<file path="src/rtl/uart_tx_fifo_if.sv">
// Host write port and transmitter start/done handshake of the UART TX buffer.
// The master side is the host plus the transmitter; the slave side is uart_tx_fifo.
interface uart_tx_fifo_if #(
   parameter int NB_DATA = 8,
   parameter int NB_ADDR = 4
);
   logic               wr;
   logic [NB_DATA-1:0] wr_data;
   logic               full;
   logic               empty;
   logic [NB_ADDR:0]   count;
   logic               overflow;
   logic               busy;
   logic               tx_start;
   logic [NB_DATA-1:0] tx_data;
   logic               tx_done;

   modport master (
      output wr, wr_data, tx_done,
      input  full, empty, count, overflow, busy, tx_start, tx_data
   );

   modport slave (
      input  wr, wr_data, tx_done,
      output full, empty, count, overflow, busy, tx_start, tx_data
   );
endinterface

</file>
<file path="src/rtl/uart_tx_fifo.sv">
// Byte FIFO plus start/done sequencer feeding the UART transmitter, one byte in flight at a time.
// Writes into a full FIFO are dropped and flagged; a write is still taken when full if the head pops that cycle.
module uart_tx_fifo #(
   parameter int NB_DATA = 8,
   parameter int NB_ADDR = 4
) (
   input  logic           i_clk,
   input  logic           i_reset,
   uart_tx_fifo_if.slave  bus
);
   localparam int DEPTH = 2 ** NB_ADDR;

   typedef enum logic {ST_IDLE, ST_WAIT} state_t;

   state_t             state;
   logic [NB_DATA-1:0] mem [DEPTH];
   logic [NB_ADDR-1:0] wr_ptr;
   logic [NB_ADDR-1:0] rd_ptr;
   logic [NB_ADDR:0]   count;
   logic               pop;
   logic               accept;

   assign pop       = (state == ST_IDLE) && (count != '0);
   assign accept    = bus.wr && (!bus.full || pop);
   assign bus.full  = (count == (NB_ADDR+1)'(DEPTH));
   assign bus.empty = (count == '0);
   assign bus.count = count;

   // Storage needs no reset; only the pointers and count define validity.
   always_ff @(posedge i_clk) begin
      if (accept) begin
         mem[wr_ptr] <= bus.wr_data;
      end
   end

   always_ff @(posedge i_clk) begin
      if (i_reset) begin
         state        <= ST_IDLE;
         wr_ptr       <= '0;
         rd_ptr       <= '0;
         count        <= '0;
         bus.overflow <= 1'b0;
         bus.busy     <= 1'b0;
         bus.tx_start <= 1'b0;
         bus.tx_data  <= '0;
      end else begin
         bus.overflow <= bus.wr && !accept;

         if (accept) begin
            wr_ptr <= wr_ptr + 1'b1;
         end

         if (accept && !pop) begin
            count <= count + 1'b1;
         end else if (pop && !accept) begin
            count <= count - 1'b1;
         end

         case (state)
            ST_IDLE: begin
               bus.tx_start <= 1'b0;
               if (pop) begin
                  bus.tx_data  <= mem[rd_ptr];
                  rd_ptr       <= rd_ptr + 1'b1;
                  bus.tx_start <= 1'b1;
                  bus.busy     <= 1'b1;
                  state        <= ST_WAIT;
               end
            end
            ST_WAIT: begin
               // tx_data is left untouched so the transmitter sees it stable until done.
               bus.tx_start <= 1'b0;
               if (bus.tx_done) begin
                  bus.busy <= 1'b0;
                  state    <= ST_IDLE;
               end
            end
            default: begin
               state <= ST_IDLE;
            end
         endcase
      end
   end
endmodule

</file>
<file path="src/flat_wrapper.sv">
// flat-port wrapper written by rule: the top's interface ports become plain ports
module uart_tx_fifo_flat 
#(
   parameter int NB_DATA = 8,
   parameter int NB_ADDR = 4
)
  (i_clk, i_reset, bus_wr, bus_wr_data, bus_tx_done, bus_full, bus_empty, bus_count, bus_overflow, bus_busy, bus_tx_start, bus_tx_data);
  uart_tx_fifo_if #(.NB_DATA(NB_DATA), .NB_ADDR(NB_ADDR)) bus_i ();
  input  logic i_clk;
  input  logic i_reset;
  input wire logic [$bits(bus_i.wr)-1:0] bus_wr;
  input wire logic [$bits(bus_i.wr_data)-1:0] bus_wr_data;
  input wire logic [$bits(bus_i.tx_done)-1:0] bus_tx_done;
  output wire logic [$bits(bus_i.full)-1:0] bus_full;
  output wire logic [$bits(bus_i.empty)-1:0] bus_empty;
  output wire logic [$bits(bus_i.count)-1:0] bus_count;
  output wire logic [$bits(bus_i.overflow)-1:0] bus_overflow;
  output wire logic [$bits(bus_i.busy)-1:0] bus_busy;
  output wire logic [$bits(bus_i.tx_start)-1:0] bus_tx_start;
  output wire logic [$bits(bus_i.tx_data)-1:0] bus_tx_data;
  assign bus_i.wr = bus_wr;
  assign bus_i.wr_data = bus_wr_data;
  assign bus_i.tx_done = bus_tx_done;
  assign bus_full = bus_i.full;
  assign bus_empty = bus_i.empty;
  assign bus_count = bus_i.count;
  assign bus_overflow = bus_i.overflow;
  assign bus_busy = bus_i.busy;
  assign bus_tx_start = bus_i.tx_start;
  assign bus_tx_data = bus_i.tx_data;
  uart_tx_fifo #(.NB_DATA(NB_DATA), .NB_ADDR(NB_ADDR)) u_core (.i_clk(i_clk), .i_reset(i_reset), .bus(bus_i));
endmodule
</file>
<file path="config.mk">
export PLATFORM = sky130hd
export DESIGN_NAME = uart_tx_fifo_flat
export DESIGN_NICKNAME = d
export VERILOG_FILES = /design/src/rtl/uart_tx_fifo_if.sv /design/src/rtl/uart_tx_fifo.sv /design/src/flat_wrapper.sv
export SDC_FILE = /design/constraint.sdc
export NUM_CORES = 1
export LEC_CHECK = 0
export BUFFER_PORTS_ARGS = -buffer_cell sky130_fd_sc_hd__buf_2
export CORE_AREA = 5 5 169 138
export CTS_BUF_LIST = sky130_fd_sc_hd__clkbuf_4 sky130_fd_sc_hd__clkbuf_8 sky130_fd_sc_hd__clkbuf_16
export CTS_CLUSTER_SIZE = 30
export DETAILED_ROUTE_END_ITERATION = 6
export DIE_AREA = 0 0 174 143
export GPL_ROUTABILITY_DRIVEN = 0
export PLACE_DENSITY = 0.48
export SYNTH_ARGS = -nofsm -noshare
export SYNTH_HDL_FRONTEND = slang
export SYNTH_SLANG_ARGS = --single-unit
export TNS_END_PERCENT = 100
</file>
<file path="constraint.sdc">
create_clock -name i_clk -period 3.45 [get_ports i_clk]
set_input_delay 0.5175 -clock i_clk [delete_from_list [all_inputs] [get_ports i_clk]]
set_output_delay 0.5175 -clock i_clk [all_outputs]
set_load 0.01 [all_outputs]
</file>
==> flow_summary.yaml <==
cts:
  cts_tree: "built"
  cts_setup_buffers: 0
  cts_num_sinks: 153
  cts_max_level: 4
  clock_latency_ps: 420
  cts_resized: 0
  hold_buffers: 0
  cts_root_buf: "clkbuf_16"
  clkTransAtPathRegs_ps: 60
  numCtsBuffers: 17
  cts_buffer_depth: 2
logic_synthesis:
  ys_top_cells_by_count: "128 x edfxtp_1, 68 x mux2i_1, 39 x nor2_1"
  synth.net_count: 422
  synth_cell_types: 35
  syn_inst: 400
  synth_area_sq_um: 6117
  async_flop_share_pct: 0
  yosysTopAreaCellShare_pct: 62.83
  yosysSeqAreaShare_pct: 71.02
  yosys_most_used_dff: "edfxtp_1"
  synth-seq-cells: 153
  synth.avg_cell_area_sq_um: 15.29
  ys_top_cells_by_area: "edfxtp_1 63%, mux2i_1 11%, dfxtp_1 8.2%"
  synth_edf_count: 128
  synth.most_common_cell: "edfxtp_1"
  yosysWarnings: 0
  synth_top_cell_by_area: "edfxtp_1"
worst_setup_path:
  end_kind: "register"
  critPathMaxStageDelay_ps: 690
  crit_type: "register to register"
  start_kind: "register"
  crit_chain: "or4_1 > o21a_1 > ha_1 > inv_1 > ha_1 > a21o_1 > a21oi_1 > mux2i_1 > mux2_2"
  required_ps: 3760
  critPathMaxFanout: 7
  crit_slowest_cell: "or4_1"
  critical_path_arrival_ps: 3400
  path_common_cell: "ha_1"
sta:
  setup_viol: 0
  hold_viol: 0
  slew_headroom_pct: 30.66
  timing.final.max_slew_violations: 0
  period_needed_ps: 3089
  finalSetupTns_ps: 0
  holdWs_ps: 388.7
  fin_worst_skew_ps: 8.859
  fmax_ghz: 0.3237
  tightest_slew_ps: 1036
  post-route-period-util_pct: 89.54
  rsz0062_at_grt: "no"
power_and_ir_drop:
  seqPwrFrac_pct: 42.2
  switching_power_mw: 1.427
  total_power_mw: 5.272
  power.internal_mw: 3.845
  power_density_nw_per_um2: 730.5
  p_leak_nw: 2.342
  pwr-share-comb_pct: 17.6
  switching_share_pct: 27.06
  pwr-share-clk_pct: 40.2
  ir_worst_vdd_uv: 350.2
global_routing:
  grt_pass1_wl_mm: 21.18
  grt.total_usage_pct: 11.57
  grt_max_degree: 38
  grt_pass1_vias: 3450
  antenna_found_initial: 0
  grt_overflow: 0
min_path:
  hold_class: "primary input to register"
layout:
  syn2layout_area_growth_pct: 17.98
  finalNetCount: 454
  fin_util_pct: 33.75
  drive_above_1_share_pct: 16.40
  final_area_sq_um: 7217
  num_antenna_cells: 0
drt:
  vias: 3343
  ant_nets: 0
  via_per_inst: 4.643
  drc: 0
  dr.pass1.iters: 4
  wl_mm: 13.78
  drtIter0Drc: 216
  wl_per_cell_um: 19.14
flow_run:
  maxCapViolCount: 0
floorplanning:
  ios: 30
  dieArea_sq_um: 24880
  row_count: 48
  initial_utilization_pct: 28.61
  coreArea_sq_um: 21380
  die_h_um: 143
  fp.dieW_um: 174
outcome:
  outcome: "complete, no violations"
placed_design:
  dpl.hpwl_mm: 9.105
  port_buffers: 29
  placed_cell_area_sq_um: 6545
## layer usage
layer | share of wire (%) | global-route usage [%] | vias up
met4 | 1.1 | 3.748 | 0
li1 | - | - | 1601
met5 | 0 | 0 | -
met1 | 47 | 15.33 | 1673
met2 | 48 | 18.86 | 58
met3 | 4.1 | 2.885 | 11
## registers in the layout, summed over array words and instances, names as in the netlist
signal / count
u_core.mem: 128
u_core.bus.tx_data: 8
u_core.bus.count: 5
u_core.rd_ptr: 4
u_core.wr_ptr: 4
u_core.bus.busy: 1
u_core.bus.overflow: 1
u_core.bus.tx_start: 1
u_core.state: 1
## cells in the final DEF (no fill, tap or decap), drive strengths merged
cell type	synthesis	layout
edfxtp	128	128
mux2i	68	68
nor2	39	39
buf	15	37
o22ai	32	32
dfxtp	25	25
clkbuf	9	17
nor4	9	9
a211oi	9	9
ha	9	9
inv	6	9
nand2	7	7
bufinv	0	6
a21oi	6	6
xor2	5	5
clkinv	0	5
nor3	4	4
nand3b	4	4
xnor2	4	4
nand2b	3	3
or3b	3	3
o211ai	3	3
nand3	2	2
a21o	2	2
or4	1	1
o21a	1	1
or3	1	1
o31ai	1	1
nor4b	1	1
mux2	1	1
and3	1	1
fa	1	1
clkinvlp	0	1
## power groups by stage
stage               combinational [mW]  sequential, mW  clock, mW
floorplan                        0.640            2.25          0
global placement                 0.929            2.26          0
detailed placement               0.945            2.27          0
CTS                              0.947            2.23       2.16
global route                      1.02            2.25       2.25
finish                           0.927            2.23       2.12
## layout make-up
type | count | area (sq um)
well taps | 275 | 344.1
clock buffers | 17 | 425.4
clock inverters | 15 | 246.5
repair buffers | 37 | 205.2
flip-flops and latches | 153 | 4348
inverters | 6 | 22.52
multi-input cells | 217 | 1625
fillers | 2070 | 14160
## worst paths after layout
check	from	to	slack, ps	cells past startpoint
worst max register to register	u_core.bus.count[0]$_SDFFE_PP0P_	u_core.bus.count[4]$_SDFFE_PP0P_	360	9
worst min-delay path	bus_tx_done	u_core.state$_SDFF_PP0_	390	4
worst max-delay path	u_core.bus.count[0]$_SDFFE_PP0P_	u_core.bus.count[4]$_SDFFE_PP0P_	360	9
worst min register to register	u_core.bus.busy$_SDFFE_PP0P_	u_core.bus.busy$_SDFFE_PP0P_	480	2
## critical path, delay by kind of cell, from the launching register on
family                     cells  cell delay [ps]
and+or+nand+nor                1              690
AOI/OAI and AO/OA              3              650
muxes                          2              570
adders and majority gates      2              530
DFF                            1              380
buffers and inverters          1              160
## stage by stage
stage | setup slack (ps) | cells
4_1_cts | 336.5 | 720
6_report | 360.9 | 720
5_1_grt | 209.5 | 720
3_5_place_dp | 353.7 | 688
2_1_floorplan | 517.5 | 400
3_3_place_gp | 404.4 | 688
## kinds of logic (layout without fill, tap and decap cells)
| kind of cell | after synthesis | in the layout | synth area share, % |
|---|---|---|---|
| muxes | 69 | 69 | 11.31 |
| and+or+nand+nor | 75 | 75 | 5.932 |
| AOI/OAI and AO/OA | 54 | 54 | 5.870 |
| xor gates and xnor gates | 9 | 9 | 1.289 |
| DFF | 153 | 153 | 71.02 |
| buffers and inverters | 30 | 75 | 2.414 |
| adders and majority gates | 10 | 10 | 2.168 |
No activity file was read; power rests on OpenSTA's default activity.
